<file path="src/rtl/sram_cmd_reader_if.sv">
// Bundle between the command reader, its SRAM and the controlling logic.
// The reader owns the master side; the SRAM/controller side uses slave.
interface sram_cmd_reader_if #(
   parameter int MAX_ADDR  = 10,
   parameter int DATA_SIZE = 32
);
   logic                 go;
   logic                 abort;
   logic [MAX_ADDR-1:0]  addr_out;
   logic                 re_en;
   logic [DATA_SIZE-1:0] data_in;
   logic                 cmd_valid;
   logic [1:0]           cmd_code;
   logic [MAX_ADDR:0]    start_count;
   logic                 busy;
   logic                 paused;
   logic                 done;
   logic                 err;

   modport master (
      input  go, abort, data_in,
      output addr_out, re_en,
      output cmd_valid, cmd_code, start_count,
      output busy, paused, done, err
   );

   modport slave (
      output go, abort, data_in,
      input  addr_out, re_en,
      input  cmd_valid, cmd_code, start_count,
      input  busy, paused, done, err
   );
endinterface

</file>
<file path="src/rtl/sram_cmd_reader.sv">
// Walks SRAM from address 0, decoding START/STOP/PAUSE command words
// until STOP, the last address, or abort.
module sram_cmd_reader #(
   parameter int MAX_ADDR     = 10,
   parameter int DATA_SIZE    = 32,
   parameter int LAST_ADDR    = 90,
   parameter int PAUSE_CYCLES = 4
) (
   input logic                 pulse,
   input logic                 rst,
   sram_cmd_reader_if.master   bus
);
   localparam int CW = MAX_ADDR + 1;
   localparam int HW = (PAUSE_CYCLES > 1) ? $clog2(PAUSE_CYCLES) : 1;
   localparam logic [MAX_ADDR-1:0]  LAST      = MAX_ADDR'(LAST_ADDR);
   localparam logic [HW-1:0]        HOLD_LOAD = HW'(PAUSE_CYCLES - 1);
   localparam logic [DATA_SIZE-1:0] PAUSE_W   = {DATA_SIZE{1'b1}} >> 16;
   localparam logic [1:0] C_BAD   = 2'b00;
   localparam logic [1:0] C_START = 2'b01;
   localparam logic [1:0] C_STOP  = 2'b10;
   localparam logic [1:0] C_PAUSE = 2'b11;

   typedef enum logic [2:0] {
      S_IDLE, S_FETCH, S_DECODE, S_HOLD, S_DONE
   } state_t;

   state_t              state_q, state_d;
   logic [MAX_ADDR-1:0] addr_q, addr_d;
   logic [HW-1:0]       hold_q, hold_d;
   logic                valid_q, valid_d;
   logic [1:0]          code_q, code_d;
   logic [CW-1:0]       cnt_q, cnt_d;
   logic                busy_q, busy_d;
   logic                paused_q, paused_d;
   logic                done_q, done_d;
   logic                err_q, err_d;
   logic                advance;
   logic                is_start, is_stop, is_pause;

   // Narrow words would make the PAUSE pattern alias STOP; keep them exclusive.
   assign is_start = (bus.data_in == '1);
   assign is_stop  = (bus.data_in == '0);
   assign is_pause = (DATA_SIZE > 16) && (bus.data_in == PAUSE_W);

   always_ff @(posedge pulse) begin
      if (rst) begin
         state_q  <= S_IDLE;
         addr_q   <= '0;
         hold_q   <= '0;
         valid_q  <= 1'b0;
         code_q   <= C_BAD;
         cnt_q    <= '0;
         busy_q   <= 1'b0;
         paused_q <= 1'b0;
         done_q   <= 1'b0;
         err_q    <= 1'b0;
      end else begin
         state_q  <= state_d;
         addr_q   <= addr_d;
         hold_q   <= hold_d;
         valid_q  <= valid_d;
         code_q   <= code_d;
         cnt_q    <= cnt_d;
         busy_q   <= busy_d;
         paused_q <= paused_d;
         done_q   <= done_d;
         err_q    <= err_d;
      end
   end

   always_comb begin
      state_d = state_q;
      addr_d  = addr_q;
      hold_d  = hold_q;
      valid_d = 1'b0;
      code_d  = code_q;
      cnt_d   = cnt_q;
      err_d   = err_q;
      advance = 1'b0;

      if (bus.abort) begin
         state_d = S_IDLE;
      end else begin
         unique case (state_q)
            S_IDLE, S_DONE: begin
               if (bus.go) begin
                  state_d = S_FETCH;
                  addr_d  = '0;
                  cnt_d   = '0;
                  err_d   = 1'b0;
               end
            end
            S_FETCH: state_d = S_DECODE;
            S_DECODE: begin
               valid_d = 1'b1;
               unique case (1'b1)
                  is_start: begin
                     code_d  = C_START;
                     cnt_d   = cnt_q + CW'(1);
                     advance = 1'b1;
                  end
                  is_stop: begin
                     code_d  = C_STOP;
                     state_d = S_DONE;
                  end
                  is_pause: begin
                     code_d  = C_PAUSE;
                     hold_d  = HOLD_LOAD;
                     state_d = S_HOLD;
                  end
                  default: begin
                     code_d  = C_BAD;
                     err_d   = 1'b1;
                     advance = 1'b1;
                  end
               endcase
            end
            S_HOLD: begin
               if (hold_q == '0) advance = 1'b1;
               else hold_d = hold_q - HW'(1);
            end
            default: state_d = S_IDLE;
         endcase

         // The address saturates at LAST: the run completes instead of wrapping.
         if (advance) begin
            if (addr_q == LAST) begin
               state_d = S_DONE;
            end else begin
               addr_d  = addr_q + MAX_ADDR'(1);
               state_d = S_FETCH;
            end
         end
      end

      busy_d   = (state_d == S_FETCH) || (state_d == S_DECODE) ||
                 (state_d == S_HOLD);
      paused_d = (state_d == S_HOLD);
      done_d   = (state_d == S_DONE);
   end

   assign bus.addr_out    = addr_q;
   assign bus.re_en       = (state_q == S_FETCH);
   assign bus.cmd_valid   = valid_q;
   assign bus.cmd_code    = code_q;
   assign bus.start_count = cnt_q;
   assign bus.busy        = busy_q;
   assign bus.paused      = paused_q;
   assign bus.done        = done_q;
   assign bus.err         = err_q;
endmodule

</file>
<file path="src/flat_wrapper.sv">
// flat-port wrapper written by rule: the top's interface ports become plain ports
module sram_cmd_reader_flat 
#(
   parameter int MAX_ADDR     = 10,
   parameter int DATA_SIZE    = 32,
   parameter int LAST_ADDR    = 90,
   parameter int PAUSE_CYCLES = 4
)
  (pulse, rst, bus_go, bus_abort, bus_data_in, bus_addr_out, bus_re_en, bus_cmd_valid, bus_cmd_code, bus_start_count, bus_busy, bus_paused, bus_done, bus_err);
  sram_cmd_reader_if #(.MAX_ADDR(MAX_ADDR), .DATA_SIZE(DATA_SIZE)) bus_i ();
  input logic pulse;
  input logic rst;
  input wire logic [$bits(bus_i.go)-1:0] bus_go;
  input wire logic [$bits(bus_i.abort)-1:0] bus_abort;
  input wire logic [$bits(bus_i.data_in)-1:0] bus_data_in;
  output wire logic [$bits(bus_i.addr_out)-1:0] bus_addr_out;
  output wire logic [$bits(bus_i.re_en)-1:0] bus_re_en;
  output wire logic [$bits(bus_i.cmd_valid)-1:0] bus_cmd_valid;
  output wire logic [$bits(bus_i.cmd_code)-1:0] bus_cmd_code;
  output wire logic [$bits(bus_i.start_count)-1:0] bus_start_count;
  output wire logic [$bits(bus_i.busy)-1:0] bus_busy;
  output wire logic [$bits(bus_i.paused)-1:0] bus_paused;
  output wire logic [$bits(bus_i.done)-1:0] bus_done;
  output wire logic [$bits(bus_i.err)-1:0] bus_err;
  assign bus_i.go = bus_go;
  assign bus_i.abort = bus_abort;
  assign bus_i.data_in = bus_data_in;
  assign bus_addr_out = bus_i.addr_out;
  assign bus_re_en = bus_i.re_en;
  assign bus_cmd_valid = bus_i.cmd_valid;
  assign bus_cmd_code = bus_i.cmd_code;
  assign bus_start_count = bus_i.start_count;
  assign bus_busy = bus_i.busy;
  assign bus_paused = bus_i.paused;
  assign bus_done = bus_i.done;
  assign bus_err = bus_i.err;
  sram_cmd_reader #(.MAX_ADDR(MAX_ADDR), .DATA_SIZE(DATA_SIZE), .LAST_ADDR(LAST_ADDR), .PAUSE_CYCLES(PAUSE_CYCLES)) u_core (.pulse(pulse), .rst(rst), .bus(bus_i));
endmodule
</file>
<file path="config.mk">
export PLATFORM = sky130hd
export DESIGN_NAME = sram_cmd_reader_flat
export DESIGN_NICKNAME = d
export VERILOG_FILES = /design/src/rtl/sram_cmd_reader_if.sv /design/src/rtl/sram_cmd_reader.sv /design/src/flat_wrapper.sv
export SDC_FILE = /design/constraint.sdc
export NUM_CORES = 1
export LEC_CHECK = 0
export CAP_MARGIN = 10
export CORE_MARGIN = 1
export CORE_UTILIZATION = 45
export DETAILED_ROUTE_END_ITERATION = 8
export DONT_BUFFER_PORTS = 1
export GPL_TIMING_DRIVEN = 0
export SYNTH_ARGS = -nofsm -noshare
export SYNTH_HDL_FRONTEND = slang
export SYNTH_SLANG_ARGS = --single-unit
</file>
<file path="constraint.sdc">
create_clock -name pulse -period 4.6 [get_ports pulse]
set_input_delay 0.92 -clock pulse [delete_from_list [all_inputs] [get_ports pulse]]
set_output_delay 0.92 -clock pulse [all_outputs]
set_load 0.005 [all_outputs]
</file>
==> metrics <==
GR Util met3=0.0538; total CTS buffers=5; Worst Tran Pin Value=595 ps; max-slew violation count=0; detailed-route wire length=4530 microns; IO Count=65; worst vdd ir=0.110 mV; fin crit period=2450 ps; hold slack final=513 ps; Die H=65.7 microns; top cell type's share of synthesized area=0.362; worst path bufs/invs=1; final setup margin=2150 ps; DR vias=1,775; Synth cell types=43; Inserted Diodes=0; first-pass GRT wire length=7290 microns; Pwr per Cell Area=272 nW/um^2; Worst slew margin=0.600; Routed Antenna Nets=0; total power=0.000537 W; area leader, netlist=dfxtp_1; Layout area overhead=8.02%; ys flop type=dfxtp_1; die area=4310 sq um; initial drt markers=103; # clock sinks=33; CP Cell Sequence=nand4_1 -> nor4_2 -> nand3_1 -> clkbuf_1 -> a211oi_1 -> xnor2_1 -> nor2_1; arrival time worst endpoint=2610 ps; Clk Latency, worst-skew pair=290 ps; most numerous cell in the Yosys netlist=dfxtp_1; wire per inst=15.9 microns; largest net degree at the start of global routing=11; CP peak stage delay=550 ps; Max clock buf depth=2; Seq/Total Area, Yosys=0.362; Setup crit end kind=flop; routability cong.=0.823; Sw Share=0.228; vias per cell=6.25; initial antenna violation count=0; crit path launch type=input port; number of global-route vias before repair=1,694; yosys warns=0; Clock transition at path regs=60 ps; Setup-failing EPs final=0; mapped cell area=1820 sq um; GR peak layer=met2; status=complete, no violations; clock tree from TritonCTS=yes; cell family with most CP delay=simple AND/OR/NAND/NOR gates; Initial Utilization=0.484; Crit Path Category=input port to flop; CP Data Required Time=4760 ps; syn_nets=269; Synth Instances=229; total grt overflow=0; postcts setup bufs=0; share of flip-flops with an asynchronous set or reset=0; Critical R2R Launch=u_core.bus.addr_out[1]; clock root cell=clkbuf_8; site row count=22; RSZ-0062 raised after global routing=no; combinational share of power=0.052; CORE AREA=3770 sq um; grt met2 use=0.385; Hold Buf Count CTS=0; Max H-tree Level=2; drt first pass iters=4; hold path start=u_core.hold_q[0]; met1 usage in global routing=0.251; Worst path slowest cell=nor4_2; dpl hpwl=3440 microns; worst hold path class=flop to flop; commonest cells in the netlist=dfxtp_1, nor2_1, a21oi_1, nand2_1, nand4_1; CP Max Fanout=10; die span in x=65.7 microns; P_sw=0.000123 W; max frequency=409 MHz; final net count=276; drc violations=0; P_leak=0.580 nW; Synth Register Bits=33; All-Layer GR Usage=0.219; worst-case clock skew=5.67 ps; top post-synthesis cells by area=dfxtp_1, nor2_1, nand4_1; Hold Fails Final Rpt=0; Clk pwr share=0.411; share of cells above drive strength 1=0.0593; Pint=0.000414 W; post-cts sizing count=0; Max Cap Violations=0; sequential power share=0.537; dpl ws=1870 ps; number of flops mapped to enable cells by yosys=0; Crit. Startpoint=bus_data_in[3]; total negative slack=0 ps; Avg Cell Area, Syn=7.97 sq um; Tcrit/Tclk final=0.532; port bufs=0
layer usage:
metal,up-vias,wire (microns)
met3,8,326
met5,-,0
li1,864,-
met2,70,2210
met1,833,1940
met4,0,59
cell families (layout without fill, tap and decap cells):
logic type / Yosys count / count (layout) / synth area share
adder cells (fa/ha/maj): 4 / 4 / 0.0274
AO/OA/AOI/OAI: 54 / 54 / 0.182
buffers and inverters: 16 / 23 / 0.0370
AND/OR/NAND/NOR: 110 / 110 / 0.329
flip-flops: 33 / 33 / 0.362
XOR/XNOR: 10 / 10 / 0.0480
multiplexers: 2 / 2 / 0.0144
worst register-to-register path: cells and delay by family, from the launching register on:
| kind | cells | cell delay, ps |
|---|---|---|
| AO/OA/AOI/OAI | 3 | 700 |
| AND/OR/NAND/NOR | 3 | 930 |
| flip-flops | 1 | 440 |
| adder cells (fa/ha/maj) | 1 | 190 |
layout by cell type (no fill, tap or decap), types with 2 or more instances in the layout:
| cell type | instances |
|---|---|
| dfxtp_1 | 33 |
| nor2_1 | 23 |
| nand2_1 | 16 |
| a21oi_1 | 16 |
| nand4_1 | 13 |
| nand3_1 | 12 |
| nor3_1 | 11 |
| o21ai_1 | 11 |
| clkbuf_1 | 10 |
| nor4_1 | 9 |
| o21ai_0 | 8 |
| xnor2_1 | 8 |
| inv_1 | 6 |
| clkbuf_8 | 6 |
| nand2b_1 | 5 |
| a211oi_1 | 5 |
| and3_1 | 4 |
| ha_1 | 4 |
| a31oi_1 | 3 |
| nor4_2 | 2 |
| nor3b_1 | 2 |
| o31ai_1 | 2 |
| a211o_1 | 2 |
| or3_1 | 2 |
| nor4b_1 | 2 |
| xor2_1 | 2 |
| o21a_1 | 2 |
path summary, 6_finish.rpt:
path                                                  end  slack [ps]  cells after the start
worst max-delay path            u_core.bus.start_count[9]        2150                      7
worst min-delay path                     u_core.hold_q[0]         510                      2
worst max register to register     u_core.bus.addr_out[3]        2260                      7
worst min register to register           u_core.hold_q[0]         510                      2
state kept, by name (all words and copies together) (netlist names):
name and cells:
u_core.bus.start_count 11, u_core.bus.addr_out 10, u_core.state_q 3, u_core.bus.cmd_code 2, u_core.hold_q 2, u_core.bus.busy 1
u_core.bus.cmd_valid 1, u_core.bus.done 1, u_core.bus.err 1, u_core.bus.paused 1
through the flow:
step | instance area, sq um | utilization | std cells
2_1_floorplan | 1820 | - | 229
3_3_place_gp | 1880 | 0.500 | 277
3_5_place_dp | 1880 | 0.500 | 277
4_1_cts | 1970 | 0.523 | 284
5_1_grt | 1970 | 0.523 | 284
6_report | 1970 | 0.523 | 284
layout make-up:
| class | instances | area (sq um) |
|---|---|---|
| Fill cell | 377 | 1800 |
| Multi-Input combinational cell | 180 | 1100 |
| Tap cell | 48 | 60.1 |
| Buffer | 10 | 45.0 |
| Clock buffer | 7 | 86.3 |
| Inverter | 6 | 22.5 |
| Sequential cell | 33 | 661 |
power by group through the flow:
stage | Clock (W) | Combinational, W | Sequential (W)
after detailed placement | 0 | 0.0000276 | 0.000295
final | 0.000221 | 0.0000277 | 0.000288
after floorplan | 0 | 0.0000212 | 0.000294
after global routing | 0.000244 | 0.0000309 | 0.000288
after global placement | 0 | 0.0000270 | 0.000295
after CTS | 0.000226 | 0.0000277 | 0.000288
Note: power is estimated with default switching activity, not from simulation.
